--- src/rtl/ps2_key_decoder.sv ---
// PS/2 keyboard receiver and game-key decoder.
// Synchronises and glitch-filters the raw PS/2 lines, deserialises 11-bit
// frames (start, 8 data LSB first, odd parity, stop), and tracks Set-2
// make/break/extended prefixes to produce held-key levels.
//
// Ports:
//   clk        - system clock, rising edge
//   rst_n      - asynchronous active-low reset
//   ps2_clk    - raw PS/2 clock pin (asynchronous)
//   ps2_data   - raw PS/2 data pin (asynchronous)
//   key_space  - high while Space (29) is held
//   key_left   - high while Left arrow (E0 6B) is held
//   key_right  - high while Right arrow (E0 74) is held
//   byte_valid - one-cycle pulse per correctly received frame
//   byte_data  - last correctly received byte, held between pulses
//   frame_err  - one-cycle pulse on parity, stop-bit or timeout error
module ps2_key_decoder #(
  parameter int unsigned CLK_FREQ       = 100_000_000,
  parameter int unsigned FILTER_LEN     = 8,
  parameter int unsigned TIMEOUT_CYCLES = CLK_FREQ / 1000
) (
  input  logic       clk,
  input  logic       rst_n,
  input  logic       ps2_clk,
  input  logic       ps2_data,
  output logic       key_space,
  output logic       key_left,
  output logic       key_right,
  output logic       byte_valid,
  output logic [7:0] byte_data,
  output logic       frame_err
);

  localparam int unsigned FiltW = $clog2(FILTER_LEN + 1);
  localparam int unsigned IdleW = $clog2(TIMEOUT_CYCLES + 1);

  typedef enum logic [1:0] {StBase, StExt, StBrk, StExtBrk} state_e;

  // Synchronisers; idle PS/2 lines are high, so reset to 1 to avoid a false edge.
  logic [1:0] clk_sync_q, data_sync_q;

  always_ff @(posedge clk or negedge rst_n) begin
    if (!rst_n) begin
      clk_sync_q  <= 2'b11;
      data_sync_q <= 2'b11;
    end else begin
      clk_sync_q  <= {clk_sync_q[0], ps2_clk};
      data_sync_q <= {data_sync_q[0], ps2_data};
    end
  end

  // Clock filter: the filtered level follows only after FILTER_LEN consecutive
  // samples that differ from it.
  logic [FiltW-1:0] filt_cnt_q, filt_cnt_d;
  logic             filt_clk_q, filt_clk_d;
  logic             filt_prev_q;
  logic             fall;

  always_comb begin
    filt_cnt_d = '0;
    filt_clk_d = filt_clk_q;
    if (clk_sync_q[1] != filt_clk_q) begin
      if (filt_cnt_q == FiltW'(FILTER_LEN - 1)) begin
        filt_clk_d = clk_sync_q[1];
      end else begin
        filt_cnt_d = filt_cnt_q + 1'b1;
      end
    end
  end

  always_ff @(posedge clk or negedge rst_n) begin
    if (!rst_n) begin
      filt_cnt_q  <= '0;
      filt_clk_q  <= 1'b1;
      filt_prev_q <= 1'b1;
    end else begin
      filt_cnt_q  <= filt_cnt_d;
      filt_clk_q  <= filt_clk_d;
      filt_prev_q <= filt_clk_q;
    end
  end

  assign fall = filt_prev_q & ~filt_clk_q;

  // Frame receiver and inter-edge timeout.
  logic [3:0]       bit_cnt_q, bit_cnt_d;
  logic [7:0]       shift_q, shift_d;
  logic             parity_q, parity_d;
  logic [IdleW-1:0] idle_q, idle_d;
  logic             valid_q, valid_d;
  logic             err_q, err_d;
  logic [7:0]       data_q, data_d;
  logic             timeout;
  logic             sdata;

  assign sdata = data_sync_q[1];

  always_comb begin
    bit_cnt_d = bit_cnt_q;
    shift_d   = shift_q;
    parity_d  = parity_q;
    idle_d    = idle_q;
    valid_d   = 1'b0;
    err_d     = 1'b0;
    data_d    = data_q;
    timeout   = 1'b0;
    if (fall) begin
      // A fall always beats a simultaneous timeout.
      idle_d = '0;
      if (bit_cnt_q == 4'd0) begin
        // A high start bit is noise; stay waiting for a real start.
        if (!sdata) begin
          bit_cnt_d = 4'd1;
        end
      end else if (bit_cnt_q <= 4'd8) begin
        shift_d   = {sdata, shift_q[7:1]};
        bit_cnt_d = bit_cnt_q + 4'd1;
      end else if (bit_cnt_q == 4'd9) begin
        parity_d  = sdata;
        bit_cnt_d = 4'd10;
      end else begin
        bit_cnt_d = 4'd0;
        if ((^{shift_q, parity_q}) && sdata) begin
          valid_d = 1'b1;
          data_d  = shift_q;
        end else begin
          err_d = 1'b1;
        end
      end
    end else if (bit_cnt_q != 4'd0) begin
      if (idle_q == IdleW'(TIMEOUT_CYCLES)) begin
        timeout   = 1'b1;
        err_d     = 1'b1;
        bit_cnt_d = 4'd0;
        idle_d    = '0;
      end else begin
        idle_d = idle_q + 1'b1;
      end
    end else begin
      idle_d = '0;
    end
  end

  always_ff @(posedge clk or negedge rst_n) begin
    if (!rst_n) begin
      bit_cnt_q <= '0;
      shift_q   <= '0;
      parity_q  <= 1'b0;
      idle_q    <= '0;
      valid_q   <= 1'b0;
      err_q     <= 1'b0;
      data_q    <= '0;
    end else begin
      bit_cnt_q <= bit_cnt_d;
      shift_q   <= shift_d;
      parity_q  <= parity_d;
      idle_q    <= idle_d;
      valid_q   <= valid_d;
      err_q     <= err_d;
      data_q    <= data_d;
    end
  end

  // Prefix tracker; advances on each received byte, key levels registered.
  state_e state_q, state_d;
  logic   space_q, space_d;
  logic   left_q, left_d;
  logic   right_q, right_d;

  always_comb begin
    state_d = state_q;
    space_d = space_q;
    left_d  = left_q;
    right_d = right_q;
    if (timeout) begin
      state_d = StBase;
    end else if (valid_q) begin
      unique case (state_q)
        StBase: begin
          if (data_q == 8'hE0) begin
            state_d = StExt;
          end else if (data_q == 8'hF0) begin
            state_d = StBrk;
          end else if (data_q == 8'h29) begin
            space_d = 1'b1;
          end
        end
        StExt: begin
          state_d = StBase;
          if (data_q == 8'hF0) begin
            state_d = StExtBrk;
          end else if (data_q == 8'h6B) begin
            left_d = 1'b1;
          end else if (data_q == 8'h74) begin
            right_d = 1'b1;
          end
        end
        StBrk: begin
          state_d = StBase;
          if (data_q == 8'h29) begin
            space_d = 1'b0;
          end
        end
        StExtBrk: begin
          state_d = StBase;
          if (data_q == 8'h6B) begin
            left_d = 1'b0;
          end else if (data_q == 8'h74) begin
            right_d = 1'b0;
          end
        end
        default: state_d = StBase;
      endcase
    end
  end

  always_ff @(posedge clk or negedge rst_n) begin
    if (!rst_n) begin
      state_q <= StBase;
      space_q <= 1'b0;
      left_q  <= 1'b0;
      right_q <= 1'b0;
    end else begin
      state_q <= state_d;
      space_q <= space_d;
      left_q  <= left_d;
      right_q <= right_d;
    end
  end

  assign key_space  = space_q;
  assign key_left   = left_q;
  assign key_right  = right_q;
  assign byte_valid = valid_q;
  assign byte_data  = data_q;
  assign frame_err  = err_q;

endmodule

--- config.mk ---
export PLATFORM = sky130hd
export DESIGN_NAME = ps2_key_decoder
export DESIGN_NICKNAME = d
export VERILOG_FILES = /design/src/rtl/ps2_key_decoder.sv
export SDC_FILE = /design/constraint.sdc
export NUM_CORES = 1
export LEC_CHECK = 0
export ABC_CLOCK_PERIOD_IN_PS = 2600
export BUFFER_PORTS_ARGS = -buffer_cell sky130_fd_sc_hd__buf_2
export CELL_PAD_IN_SITES_DETAIL_PLACEMENT = 1
export CELL_PAD_IN_SITES_GLOBAL_PLACEMENT = 1
export CORE_MARGIN = 5
export CORE_UTILIZATION = 45
export CTS_CLUSTER_SIZE = 28
export DETAILED_ROUTE_END_ITERATION = 8
export GPL_TIMING_DRIVEN = 0
export PLACE_DENSITY_LB_ADDON = 0.1
export SYNTH_ARGS = -nofsm -noshare
export SYNTH_HDL_FRONTEND = slang
export SYNTH_SLANG_ARGS = --single-unit
--- constraint.sdc ---
create_clock -name clk -period 2.6 [get_ports clk]
set_clock_uncertainty 0.2 [all_clocks]
set_input_delay 0.26 -clock clk [delete_from_list [all_inputs] [get_ports clk]]
set_output_delay 0.26 -clock clk [all_outputs]
set_load 0.05 [all_outputs]
==> metrics.csv <==
metric,value,unit
core,5540,sq um
cp_top_family,simple AND/OR/NAND/NOR gates,
hold_class,reg -> reg,
rsz0062_at_grt,false,
nets,263,
ff2ff_path_depth,8,
cp_data_required_time,2.58,ns
wl_met1,2350,um
ioPinCount,17,
cp-start-kind,register,
avgSynthCellArea,11.3,sq um
fin_area,2910,sq um
hpwlAfterDp,3570,um
endpoint_kind,register,
synth_edf_count,0,
dpl_cell_area,2740,sq um
cap_violations,0,
insertion_delay,0.31,ns
ys.warnings.count,0,
cpPeakStageDelay,0.43,ns
cp_slowest_cell,dfrtp_1,
p_leak,1.35,nW
syn_area,2570,sq um
grt_usage,14.9,%
finalHoldWorstSlack,0.161,ns
yosysSeqAreaShare,53.9,%
fin_crit_sh,88.7,%
slew_headroom,54.9,%
clock-sinks,55,
synth_area_leader_cell,dfrtp_1,
postCtsSetupBuffers,0,
holdPathEnd,data_sync_q[1],
die_x,85.5,um
syn-instance-count,227,
whs_path_depth,0,
grt_pass1_vias,1831,
antenna_found_initial,0,
slew_violations,0,
synth_nets,237,
die_h,85.5,um
crit_fanout,10,
dp.cells,315,
p_per_area,763,nW/um^2
grt-ovfl-total,0,
dr.max_layer_used,met4,
grt_pass1_wl,8710,um
grt_start_max_net_pins,56,
r2r_slack,0.29,ns
worstPathCellList,inv_1 -> ha_1 -> and4b_1 -> nand4_1 -> and2_1 -> nand2_1 -> clkbuf_1 -> nor2_1,
tns,0,ns
ys_types,40,
r2r-end,idle_q[14],
status,"complete, no violations",
tritoncts,built,
hold_violations,0,
die-area,7320,sq um
numCtsBuffers,5,
drt_pass1_iterations,4,
clk_path_buf_depth,2,
synth_commonest_cells,"dfrtp_1 (49), nor2_1 (34), mux2_2 (17)",
dr_wl_met2,2400,um
root_buffer,clkbuf_8,
drt_wl_total,4910,um
min_period,2.31,ns
synthArstFlopShare,100,%
synthToLayoutAreaGrowth,13.4,%
postLayoutSetupSlackWorst,0.294,ns
rows,27,
total_power,2.22,mW
tightest_slew,0.676,ns
route.detailed.drc,0,
finalNonFillerCells,326,
min_from,data_sync_q[0],
synth.most_common_cell,dfrtp_1,
wire_per_inst,15.1,um
drt_iter0_markers,37,
synth_ff_type,dfrtp_1,
ys_ff_latch,55,
routabilityCongestion,0.793,
cp_num_buf_inv,2,
fmax,0.434,GHz
dp_slack,0.139,ns
cp-startpoint,idle_q[0],
n_antenna_cell,0,
reg2reg_from,idle_q[0],
portBuffers,16,
postLayoutCoreUtil,52.6,%
layout-drive-gt1-share,21.3,%
h-tree-depth,2,
worstSetupPathType,reg -> reg,
setup_viol,0,
initial_core_util,46.3,%
arrival,2.29,ns
yosysTopAreaCellShare,47.8,%
ant_nets,0,
dr_total_vias,1724,
ys_top_cells_by_area,"dfrtp_1 (48%), mux2_2 (7.5%), dfstp_2 (6.1%)",
vias_per_cell,5.29,
path_clk_slew,0.10,ns
ir_drop,0.350,mV
wl_met3,122,um
## timing repair
item / in CTS / in global routing
endpoints found under the setup margin: 0 / 2
hold buffers: 2 / 1
resized for setup: 0 / 1
endpoints found under the hold margin: 2 / 49
## logic make-up (layout without fill, tap and decap cells)
kind of cell | Yosys count | in the layout | share of synthesized area (%)
and+or+nand+nor | 97 | 97 | 19.9
DFF | 55 | 55 | 53.9
xor gates and xnor gates | 24 | 24 | 9.02
muxes | 19 | 19 | 8.43
AOI/OAI and AO/OA | 18 | 18 | 4.63
buffers and inverters | 8 | 35 | 1.17
adders and majority gates | 6 | 6 | 2.92
## worst max path at each step
stage	endpoint	slack (ns)	depth (start not counted)
6_report	idle_q[14]	0.29	8
2_1_floorplan	state_q[0]	0.47	5
4_1_cts	key_space	0.10	7
3_5_place_dp	key_space	0.14	7
5_1_grt	idle_q[14]	0.06	8
3_3_place_gp	key_space	0.18	7
## cell type report
class	instances	area, sq um
buffer	1	3.75
clock buffer	5	68.8
clock inverter	3	67.6
fill	617	2630
inverter	7	26.3
multi-input combinational	164	1160
sequential	55	1380
tap	72	90.1
timing repair buffer	19	113
## worst register-to-register path, cell delays in order, from the launching register on
cell      delay, ns
dfrtp_1        0.43
inv_1          0.08
ha_1           0.14
and4b_1        0.19
nand4_1        0.15
and2_1         0.25
nand2_1        0.23
clkbuf_1       0.40
nor2_1         0.10
## layer usage
layer / vias to the layer above / GRT usage, %
met4: 0 / 4.32
met2: 14 / 24.9
met5: - / 0
met3: 5 / 3.55
met1: 874 / 19.2
li1: 831 / -
## sequential cells by signal, summed over array words and instances, names as in the netlist, 2 cells and up
name         cells
shift_q          8
byte_data        8
bit_cnt_q        4
idle_q          17
data_sync_q      2
clk_sync_q       2
state_q          2
filt_cnt_q       4
## layout by cell type, fill, tap and decap left out, drive strengths merged, types with 3 or more instances in the layout
| cell | instances |
|---|---|
| a21oi | 4 |
| and3 | 4 |
| buf | 16 |
| clkbuf | 6 |
| dfrtp | 49 |
| dfstp | 6 |
| dlygate4sd3 | 3 |
| ha | 6 |
| inv | 7 |
| mux2 | 18 |
| nand2 | 15 |
| nand2b | 5 |
| nand3 | 11 |
| nand4 | 4 |
| nand4b | 4 |
| nor2 | 34 |
| nor2b | 3 |
| nor3 | 6 |
| o21ai | 5 |
| xnor2 | 15 |
| xor2 | 8 |
## report_power, final
group	leakage (nW)	internal (mW)	total, mW	switching [mW]
logic	0.542	0.211	0.523	0.311
clock network	0.0644	0.384	0.665	0.281
registers	0.740	0.948	1.03	0.0857
Power figures use the tool's default switching activity.
